$ cat config.mk
export PLATFORM = sky130hd
export DESIGN_NAME = i2s_audio_tx
export DESIGN_NICKNAME = d
export VERILOG_FILES = /design/src/rtl/audio_pkg.sv /design/src/rtl/sample_fifo2.sv /design/src/rtl/i2s_audio_tx.sv
export SDC_FILE = /design/constraint.sdc
export NUM_CORES = 1
export LEC_CHECK = 0
export ABC_AREA = 0
export CAP_MARGIN = 20
export CORE_ASPECT_RATIO = 1.25
export CORE_UTILIZATION = 30
export DETAILED_ROUTE_END_ITERATION = 8
export DONT_BUFFER_PORTS = 1
export PLACE_DENSITY_LB_ADDON = 0.1
export SLEW_MARGIN = 0
export SYNTH_ARGS = -nofsm -noshare
export SYNTH_HDL_FRONTEND = slang
export SYNTH_SLANG_ARGS = --single-unit
export TNS_END_PERCENT = 100
$ cat constraint.sdc
create_clock -name clk -period 4.8 [get_ports clk]
set_input_delay 1.2 -clock clk [delete_from_list [all_inputs] [get_ports clk]]
set_output_delay 1.2 -clock clk [all_outputs]
set_load 0.05 [all_outputs]
$ cat src/rtl/audio_pkg.sv
// -----------------------------------------------------------------------------
// audio_pkg
// Shared types and helpers for the audio output path.
//   sample_t  : 16-bit signed PCM sample
//   stereo_t  : packed {left, right} sample pair as carried by the sample bus
//   vol_scale : 3-bit volume attenuation (0 = mute, 7 = full scale)
// -----------------------------------------------------------------------------
package audio_pkg;

    localparam int DATA_BITS = 16;
    localparam int SLOT_BITS = 32;
    localparam logic [2:0] VOL_MUTE = 3'd0;

    typedef logic signed [DATA_BITS-1:0] sample_t;

    typedef struct packed {
        sample_t left;
        sample_t right;
    } stereo_t;

    // Each volume step below full scale halves the amplitude; the arithmetic
    // shift keeps the sign so negative samples stay negative.
    function automatic sample_t vol_scale(sample_t s, logic [2:0] vol);
        logic [2:0] shift;
        shift = 3'd7 - vol;
        if (vol == VOL_MUTE) begin
            return '0;
        end
        return s >>> shift;
    endfunction

endpackage

$ cat src/rtl/sample_fifo2.sv
// -----------------------------------------------------------------------------
// sample_fifo2
// Two-entry valid/ready FIFO of stereo sample pairs.
//   clk, reset : system clock, asynchronous active-high reset
//   push_i     : producer offers data_i (accepted only while ready_o = 1)
//   data_i     : stereo pair to store
//   ready_o    : registered "room available" flag
//   pop_i      : consumer removes the head entry (ignored when empty)
//   empty_o    : no stored entries
//   head_o     : oldest stored entry
// No bypass path: a push is never visible at head_o in the same cycle.
// -----------------------------------------------------------------------------
module sample_fifo2
    import audio_pkg::*;
(
    input  logic    clk,
    input  logic    reset,
    input  logic    push_i,
    input  stereo_t data_i,
    output logic    ready_o,
    input  logic    pop_i,
    output logic    empty_o,
    output stereo_t head_o
);

    stereo_t    mem_q [2];
    logic       wr_ptr_q;
    logic       rd_ptr_q;
    logic [1:0] count_q;
    logic [1:0] count_d;
    logic       ready_q;
    logic       do_push;
    logic       do_pop;

    assign do_push = push_i && ready_q;
    assign do_pop  = pop_i && (count_q != 2'd0);

    // Occupancy bookkeeping; a simultaneous push and pop leaves it unchanged.
    always_comb begin
        count_d = count_q;
        case ({do_push, do_pop})
            2'b10:   count_d = count_q + 2'd1;
            2'b01:   count_d = count_q - 2'd1;
            default: count_d = count_q;
        endcase
    end

    // ready is registered from the next occupancy, so a full buffer that is
    // popped this cycle still refuses a push until the following cycle.
    always_ff @(posedge clk or posedge reset) begin
        if (reset) begin
            mem_q[0] <= '0;
            mem_q[1] <= '0;
            wr_ptr_q <= 1'b0;
            rd_ptr_q <= 1'b0;
            count_q  <= 2'd0;
            ready_q  <= 1'b1;
        end else begin
            if (do_push) begin
                mem_q[wr_ptr_q] <= data_i;
                wr_ptr_q        <= ~wr_ptr_q;
            end
            if (do_pop) begin
                rd_ptr_q <= ~rd_ptr_q;
            end
            count_q <= count_d;
            ready_q <= (count_d < 2'd2);
        end
    end

    assign ready_o = ready_q;
    assign empty_o = (count_q == 2'd0);
    assign head_o  = mem_q[rd_ptr_q];

endmodule

$ cat src/rtl/i2s_audio_tx.sv
// -----------------------------------------------------------------------------
// i2s_audio_tx
// Stereo I2S transmitter for a Pmod I2S2 class DAC. Buffers sample pairs from
// the track mixer, applies volume at each frame start and serialises them with
// MCLK/SCK/LRCK derived from the 100 MHz system clock.
//   clk, reset        : system clock, asynchronous active-high reset
//   in_valid/in_ready : sample pair handshake (2-deep buffer)
//   audio_left/right  : signed 16-bit samples
//   volume            : 0 = mute .. 7 = full scale, sampled at frame latch
//   mclk, sck, lrck   : DAC clocks (lrck 0 = left slot, 1 = right slot)
//   sdout             : serial data, MSB first, zero padded to 32-bit slots
//   frame_tick        : one-cycle pulse on the frame latch cycle
//   underrun          : sticky, a frame started with the buffer empty
// Build option: define I2S_DELAY_EN for standard I2S (MSB one SCK after the
// lrck edge); left-justified format otherwise.
// LRCK_BIT must be SCK_BIT + 6 so each channel slot is 32 SCK periods.
// -----------------------------------------------------------------------------
module i2s_audio_tx
    import audio_pkg::*;
#(
    parameter int MCLK_BIT = 1,
    parameter int SCK_BIT  = 3,
    parameter int LRCK_BIT = 9
) (
    input  logic        clk,
    input  logic        reset,
    input  logic        in_valid,
    output logic        in_ready,
    input  logic [15:0] audio_left,
    input  logic [15:0] audio_right,
    input  logic [2:0]  volume,
    output logic        mclk,
    output logic        sck,
    output logic        lrck,
    output logic        sdout,
    output logic        frame_tick,
    output logic        underrun
);

    localparam int POS_W = $clog2(SLOT_BITS);

    logic [LRCK_BIT:0] div_q;
    logic [LRCK_BIT:0] div_d;
    logic              latch;
    logic              fifo_empty;
    stereo_t           fifo_head;
    stereo_t           fifo_in;
    sample_t           cur_l_q;
    sample_t           cur_l_d;
    sample_t           cur_r_q;
    sample_t           cur_r_d;
    logic              underrun_q;
    logic              underrun_d;
    logic              mclk_q;
    logic              sck_q;
    logic              lrck_q;
    logic              sdout_q;
    logic              sdout_d;
    logic              frame_tick_q;
    logic [POS_W-1:0]  bitpos;
    sample_t           slot_sample;
`ifdef I2S_DELAY_EN
    logic [POS_W-1:0]  bit_idx;
`endif

    assign div_d   = div_q + 1'b1;
    assign latch   = &div_q;
    assign fifo_in = {audio_left, audio_right};

    sample_fifo2 u_fifo (
        .clk     (clk),
        .reset   (reset),
        .push_i  (in_valid),
        .data_i  (fifo_in),
        .ready_o (in_ready),
        .pop_i   (latch),
        .empty_o (fifo_empty),
        .head_o  (fifo_head)
    );

    // Frame latch: load the next scaled pair, or keep replaying the current
    // one and flag the underrun when the mixer has fallen behind.
    always_comb begin
        cur_l_d    = cur_l_q;
        cur_r_d    = cur_r_q;
        underrun_d = underrun_q;
        if (latch) begin
            if (!fifo_empty) begin
                cur_l_d = vol_scale(fifo_head.left, volume);
                cur_r_d = vol_scale(fifo_head.right, volume);
            end else begin
                underrun_d = 1'b1;
            end
        end
    end

    // Serial bit for the next div_cnt value. bitpos only changes when the
    // low SCK_BIT+1 counter bits roll over, which is exactly when sck falls,
    // so sdout is stable for the whole high phase of sck.
    always_comb begin
        bitpos      = div_d[LRCK_BIT-1:SCK_BIT+1];
        slot_sample = div_d[LRCK_BIT] ? cur_r_d : cur_l_d;
        sdout_d     = 1'b0;
`ifdef I2S_DELAY_EN
        bit_idx = 5'd16 - bitpos;
        if ((bitpos != 5'd0) && (bitpos <= 5'd16)) begin
            sdout_d = slot_sample[bit_idx[3:0]];
        end
`else
        if (!bitpos[4]) begin
            sdout_d = slot_sample[4'd15 - bitpos[3:0]];
        end
`endif
    end

    // All pin outputs are registered from the next counter value so they are
    // glitch-free and mutually aligned with div_cnt.
    always_ff @(posedge clk or posedge reset) begin
        if (reset) begin
            div_q        <= '0;
            mclk_q       <= 1'b0;
            sck_q        <= 1'b0;
            lrck_q       <= 1'b0;
            sdout_q      <= 1'b0;
            frame_tick_q <= 1'b0;
            underrun_q   <= 1'b0;
            cur_l_q      <= '0;
            cur_r_q      <= '0;
        end else begin
            div_q        <= div_d;
            mclk_q       <= div_d[MCLK_BIT];
            sck_q        <= div_d[SCK_BIT];
            lrck_q       <= div_d[LRCK_BIT];
            sdout_q      <= sdout_d;
            frame_tick_q <= &div_d;
            underrun_q   <= underrun_d;
            cur_l_q      <= cur_l_d;
            cur_r_q      <= cur_r_d;
        end
    end

    assign mclk       = mclk_q;
    assign sck        = sck_q;
    assign lrck       = lrck_q;
    assign sdout      = sdout_q;
    assign frame_tick = frame_tick_q;
    assign underrun   = underrun_q;

endmodule
# --- After elaboration in Yosys (flattened, before gate mapping) ---
# Index checks and enable logic that the tools add are counted.
totals:
  input_bits: 38
  word_cells: 65
  register_bits: 117
  out_inout_bits: 7
classes:
  n_bitwise: 4
  muxes: 21
  n_lt_le_gt_ge: 5
  addsub: 5
  reduce_logical: 9
  n_eq_ne: 2
  n_shift: 2
op_table:
  columns: ["operator", "count"]
  rows:
  - ["16-bit 2-to-1 mux", 8]
  - ["32-bit 2-to-1 mux", 4]
  - ["64-bit bitwise mux", 1]
  - ["32-bit demux with 1-bit select", 1]
  - ["16-bit by 3-bit >>> shifter with 16-bit output", 2]
  - ["10-bit AND reduction", 2]
  - ["11-bit AND reduction", 1]
  - ["10-bit by 1-bit adder with 10-bit output (second input constant)", 1]
  - ["4-bit by 5-bit less-than comparator with 1-bit output (second input constant)", 1]
  - ["1-bit 2-to-1 mux", 5]
  - ["1-bit binary-select mux with 4-bit select", 1]
  - ["2-bit >= comparator (second input constant)", 2]
  - ["1-bit inverter with 2-bit output", 2]
  - ["2-bit case mux with 2 select lines", 1]
  - ["4-bit subtractor (first input constant)", 1]
  - ["1-bit logical AND", 3]
  - ["3-bit zero test", 1]
  - ["3-bit subtractor (first input constant)", 1]
  - ["2-bit by 1-bit adder with 2-bit output (second input constant)", 1]
  - ["2-bit by 1-bit == test with 1-bit output (second input constant)", 1]
  - ["2-bit == test (second input constant)", 1]
  - ["2-bit zero test", 1]
  - ["2-bit by 1-bit less-than comparator with 1-bit output (second input constant)", 1]
  - ["2-bit less-than comparator (second input constant)", 1]
  - ["3 further kinds", 4]

# --- Depth between registers and ports, before layout ---
depth:
  depth_word: 12
  depth_mapped: 10
  ltp_nobuf: 9

# --- Hierarchy ---
# A second synthesis with hierarchy kept.
hier_totals:
  hier_cells: 571
  area_unflattened_um2: 6615.1
by_module_without_submodules:
  columns: ["module", "seq_area_each_um2", "cells_per_inst", "instances", "area_each_um2"]
  rows:
  - ["i2s_audio_tx", 1126.1, 380, 1, 3493.4]
  - ["sample_fifo2", 1727.9, 191, 1, 3121.7]

# --- Worst setup path after synthesis ---
# OpenSTA, ideal clock, no wires.
synth_path:
  path_type: "input -> register"
  start: "input port volume[0]"
  end: "register sdout_q, in the netlist sdout"
  setup_slack_ps: 1499
  t_arrival_ps: 3164
  required_time_ps: 4663
  path_buffers: 1
  setup_ps: 137
  cell_stages: 8
  cell_sequence: "buf_6 > mux4_2 > mux4_2 > a32o_2 > a21oi_2 > a221oi_2 > a2111oi_4 > a311oi_1"
synth_between:
  elab_chain_len: 11
  elab_cells_between_ends: 17
  classes_between: "add/sub: 1; shift: 2; mux: 13; reduce/logical: 1"
synth_rtl:
  columns: ["item", "line_no", "text"]
  rows:
  - ["from (decl)", "i2s_audio_tx.sv:31", "input logic [2:0] volume,"]
  - ["branches (longest 4 deep; another with 3-bit subtractor)", null, null]
  - ["16-bit 2-to-1 mux (*)", "audio_pkg.sv:29", "return s >>> shift;"]
  - ["16-bit 2-to-1 mux (*)", "i2s_audio_tx.sv:88", "if (!fifo_empty) begin"]
  - ["16-bit 2-to-1 mux (*)", "i2s_audio_tx.sv:87", "if (latch) begin"]
  - ["net cur_r_d[11]", "i2s_audio_tx.sv:51", "sample_t cur_r_d;"]
  - ["16-bit 2-to-1 mux (*)", "i2s_audio_tx.sv:102", "slot_sample = div_d[LRCK_BIT] ? cur_r_d : cur_l_d;"]
  - ["1-bit binary-select mux with 4-bit select (*)", "i2s_audio_tx.sv:111", "sdout_d = slot_sample[4'd15 - bitpos[3:0]];"]
  - ["1-bit 2-to-1 mux (not written as such) (*)", "i2s_audio_tx.sv:111", null]
  - ["1-bit 2-to-1 mux (*)", "i2s_audio_tx.sv:110", "if (!bitpos[4]) begin"]
  - ["net sdout_d", "i2s_audio_tx.sv:58", "logic sdout_d;"]
  - ["to (signal assigned)", "i2s_audio_tx.sv:134", "sdout_q <= sdout_d;"]
  - ["to (decl)", "i2s_audio_tx.sv:57", "logic sdout_q;"]
# Mark *: on every way through the listed nets, which the timed path passes. The select of a mux whose other input is x is not followed.
# A chain may end at the register's enable or synchronous reset.

# --- Final worst setup path ---
layout_path:
  start: "register div_q[3]"
  end: "register sdout_q, in the netlist sdout"
layout_between:
  elab_chain_len: 6
  elab_cells_between_ends: 9
  classes_between: "add/sub: 2; mux: 6; reduce/logical: 1"
layout_rtl:
  columns: ["item", "line_no", "text"]
  rows:
  - ["from (decl)", "i2s_audio_tx.sv:42", "logic [LRCK_BIT:0] div_q;"]
  - ["from (signal assigned)", "i2s_audio_tx.sv:130", "div_q <= div_d;"]
  - ["branches (longest 5 deep; another with 10-bit by 1-bit adder with 10-bit output)", null, null]
  - ["1-bit 2-to-1 mux (*)", "i2s_audio_tx.sv:110", null]
  - ["net sdout_d", "i2s_audio_tx.sv:58", null]
# Marks and branches as above.

==> metrics.md <==
| Metric | Value |
|---|---|
| TritonCTS Sinks | 114 |
| Initial antenna violation count | 0 |
| Worst min path class | reg2reg |
| Row count | 60 |
| Yosys top cell area share | 0.424 |
| Die X-Extent | 135 um |
| Worst slew pin tran | 952 ps |
| CTS hold repair buffers | 0 |
| Setup total negative slack | 0 ps |
| Combinational share of power | 0.287 |
| Internal | 2.88 mW |
| Switch Pwr | 1.25 mW |
| Final Hold Viols | 0 |
| Via Count | 4405 |
| Arr. time, crit path | 3920 ps |
| Post-Synthesis Cells | 541 |
| Top_reg_cell synth | dfrtp_1 |
| CTS HTree Levels | 4 |
| Tmin final | 3610 ps |
| Peak supply drop | 0.297 mV |
| Worst EP required | 5110 ps |
| # Max-Cap Violations | 0 |
| Clk slew on worst S/H paths | 50 ps |
| Fillers | 2169 |
| Post-synth top area cell | dfrtp_1 |
| Initial DRC count | 252 |
| Cts repair resizes | 0 |
| Skew final | 11.8 ps |
| CTS tree | yes |
| First-pass GRT wire length | 28300 um |
| DP HPWL | 12700 um |
| Area contributors post-synth | dfrtp_1, mux4_2, mux2_2, mux2i_1, nand2_1 |
| Grt ovf | 0 |
| Reg power frac | 0.395 |
| DRT Pass-1 Iters | 4 |
| Fmax | 277 MHz |
| Vias per cell | 5.39 |
| Yosys warns | 0 |
| Layout area overhead | 12.1% |
| Share of post-route cells with drive strength above 1 | 0.305 |
| Power per cell area | 552 nW/um2 |
| Run status | finished, final reports clean |
| CTS Buf Count | 17 |
| Ports | 45 |
| Post-synth top cells | dfrtp_1, mux2_2, nand2_1 |
| Pleak | 3.07 nW |
| Worst skew pair latency | 420 ps |
| Sw Ratio | 0.302 |
| Setup repair bufs after CTS | 0 |
| Total length of routed wires | 17500 um |
| Synth cell types | 66 |
| Drt wl/cell | 21.4 um |
| RSZ-0062 raised after global routing | no |
| Most frequent cell after synthesis | dfrtp_1 |
| Die extent in y | 169 um |
| Syn_nets | 582 |
| Final core utilization | 0.346 |
| Critical path class | reg2reg |
| Total core area | 21600 um2 |
| Gr usage total | 0.166 |
| Sequential area share after synthesis | 0.428 |
| Pin count of the biggest net entering global routing | 66 |
| Final Cycle Share | 0.753 |
| Max Buffers Root-to-Sink | 2 |
| Root buf cell | clkbuf_16 |
| Synth Cell Area | 6660 um2 |
| Slew Limit Fails | 0 |
| Diode count | 0 |
| Die Area | 22800 um2 |
| GPL Wtd Cong | 0.852 |
| Setup violators final | 0 |
| Clock network fraction of design power | 0.318 |
| Port-buffer cells | 0 |
| Initial Util | 0.308 |
| Max FO, Critical Path | 27 |
| Setup crit start kind | register |
| # DRC | 0 |
| Rel. slew slack | 0.366 |
| Fin nets | 569 |
| Count of flip-flops with a built-in enable after synthesis | 0 |
| Antenna Nets Post-Route | 0 |
| Vias in the first global route | 4834 |
| #FFs+latches synth | 114 |
| Mean Syn Cell Area | 12.3 um2 |
| Post-synth ARST share | 1.00 |
| Crit path capture type | register |
## placed cells by master, fill, tap and decap left out, drive strengths merged, types with 6 or more instances in the layout
| cell type | n |
|---|---|
| buf | 6 |
| inv | 15 |
| xnor2 | 6 |
| mux2i | 37 |
| dfrtp | 113 |
| a21oi | 11 |
| nand2 | 66 |
| o221ai | 7 |
| o21ai | 24 |
| mux2 | 71 |
| nand3 | 10 |
| mux4 | 48 |
| clkbuf | 23 |
| nor2 | 12 |
## power groups by stage
stage	registers [mW]	clock network, mW	logic, mW
after global routing	1.68	1.39	1.30
after detailed placement	1.66	0	1.20
after CTS	1.64	1.35	1.21
final	1.63	1.31	1.18
after floorplan	1.49	0	1.01
after global placement	1.65	0	1.19
## worst paths after layout
kind | from | endpoint | slack, ps | cells past startpoint
setup / recovery | div_q[3] | sdout | 1190 | 8
hold / removal | cur_l_q[2] | cur_l_q[2] | 480 | 2
setup reg to reg | div_q[3] | sdout | 1190 | 8
hold reg to reg | cur_l_q[2] | cur_l_q[2] | 480 | 2
max in group asynchronous | reset | cur_l_q[7] | 3090 | 2
min in group asynchronous | reset | u_fifo.mem_q[30] | 810 | 1
## worst max-delay path, stage by stage, from the launching register on
cell	delay (ps)
dfrtp_1	710
nand4_2	330
or3_1	640
buf_4	320
nor2_1	670
a21oi_1	160
a221oi_1	310
o41ai_1	110
a311oi_1	260
## layout make-up
cell class                 instances  area (um2)  area share
timing repair buffer               6        45.0     0.00603
inverter                          17        67.6     0.00904
tap                              279         349      0.0467
sequential                       114        2850       0.382
clock buffer                      23         468      0.0626
multi-input combinational        372        3560       0.476
clock inverter                     6         130      0.0174
## cell families after synthesis
group	Yosys count	synth area share
adders and majority gates	3	0.00563
DFF	114	0.428
AOI/OAI and AO/OA	89	0.0986
muxes	156	0.338
buffers and inverters	55	0.0383
xor gates and xnor gates	11	0.0145
and+or+nand+nor	113	0.0764
## layer usage
layer | GRT usage | vias up | share of wire
met2 | 0.287 | 77 | 0.52
met5 | 0 | - | 0
met1 | 0.198 | 2279 | 0.42
met4 | 0.0689 | 0 | 0.021
met3 | 0.0356 | 20 | 0.039
li1 | - | 2029 | -
## per-stage QoR
| step | setup slack (ps) | std cells | hold WS (ps) | area (um2) | total power [mW] |
|---|---|---|---|---|---|
| finish | 1190 | 817 | 478 | 7470 | 4.13 |
| floorplan | 586 | 541 | 442 | 6660 | 2.50 |
| CTS | 1160 | 817 | 481 | 7470 | 4.20 |
| global placement | 1220 | 788 | 470 | 6880 | 2.84 |
| detailed placement | 1170 | 788 | 469 | 6880 | 2.86 |
| global route | 897 | 817 | 511 | 7470 | 4.37 |
## flip-flops by register name (all words and copies together), names as in the netlist, 2 cells and up
register,cells
u_fifo.mem_q,64
cur_l_q,16
cur_r_q,16
div_q,10
u_fifo.count_q,2
(Power assumes the default switching activity.)
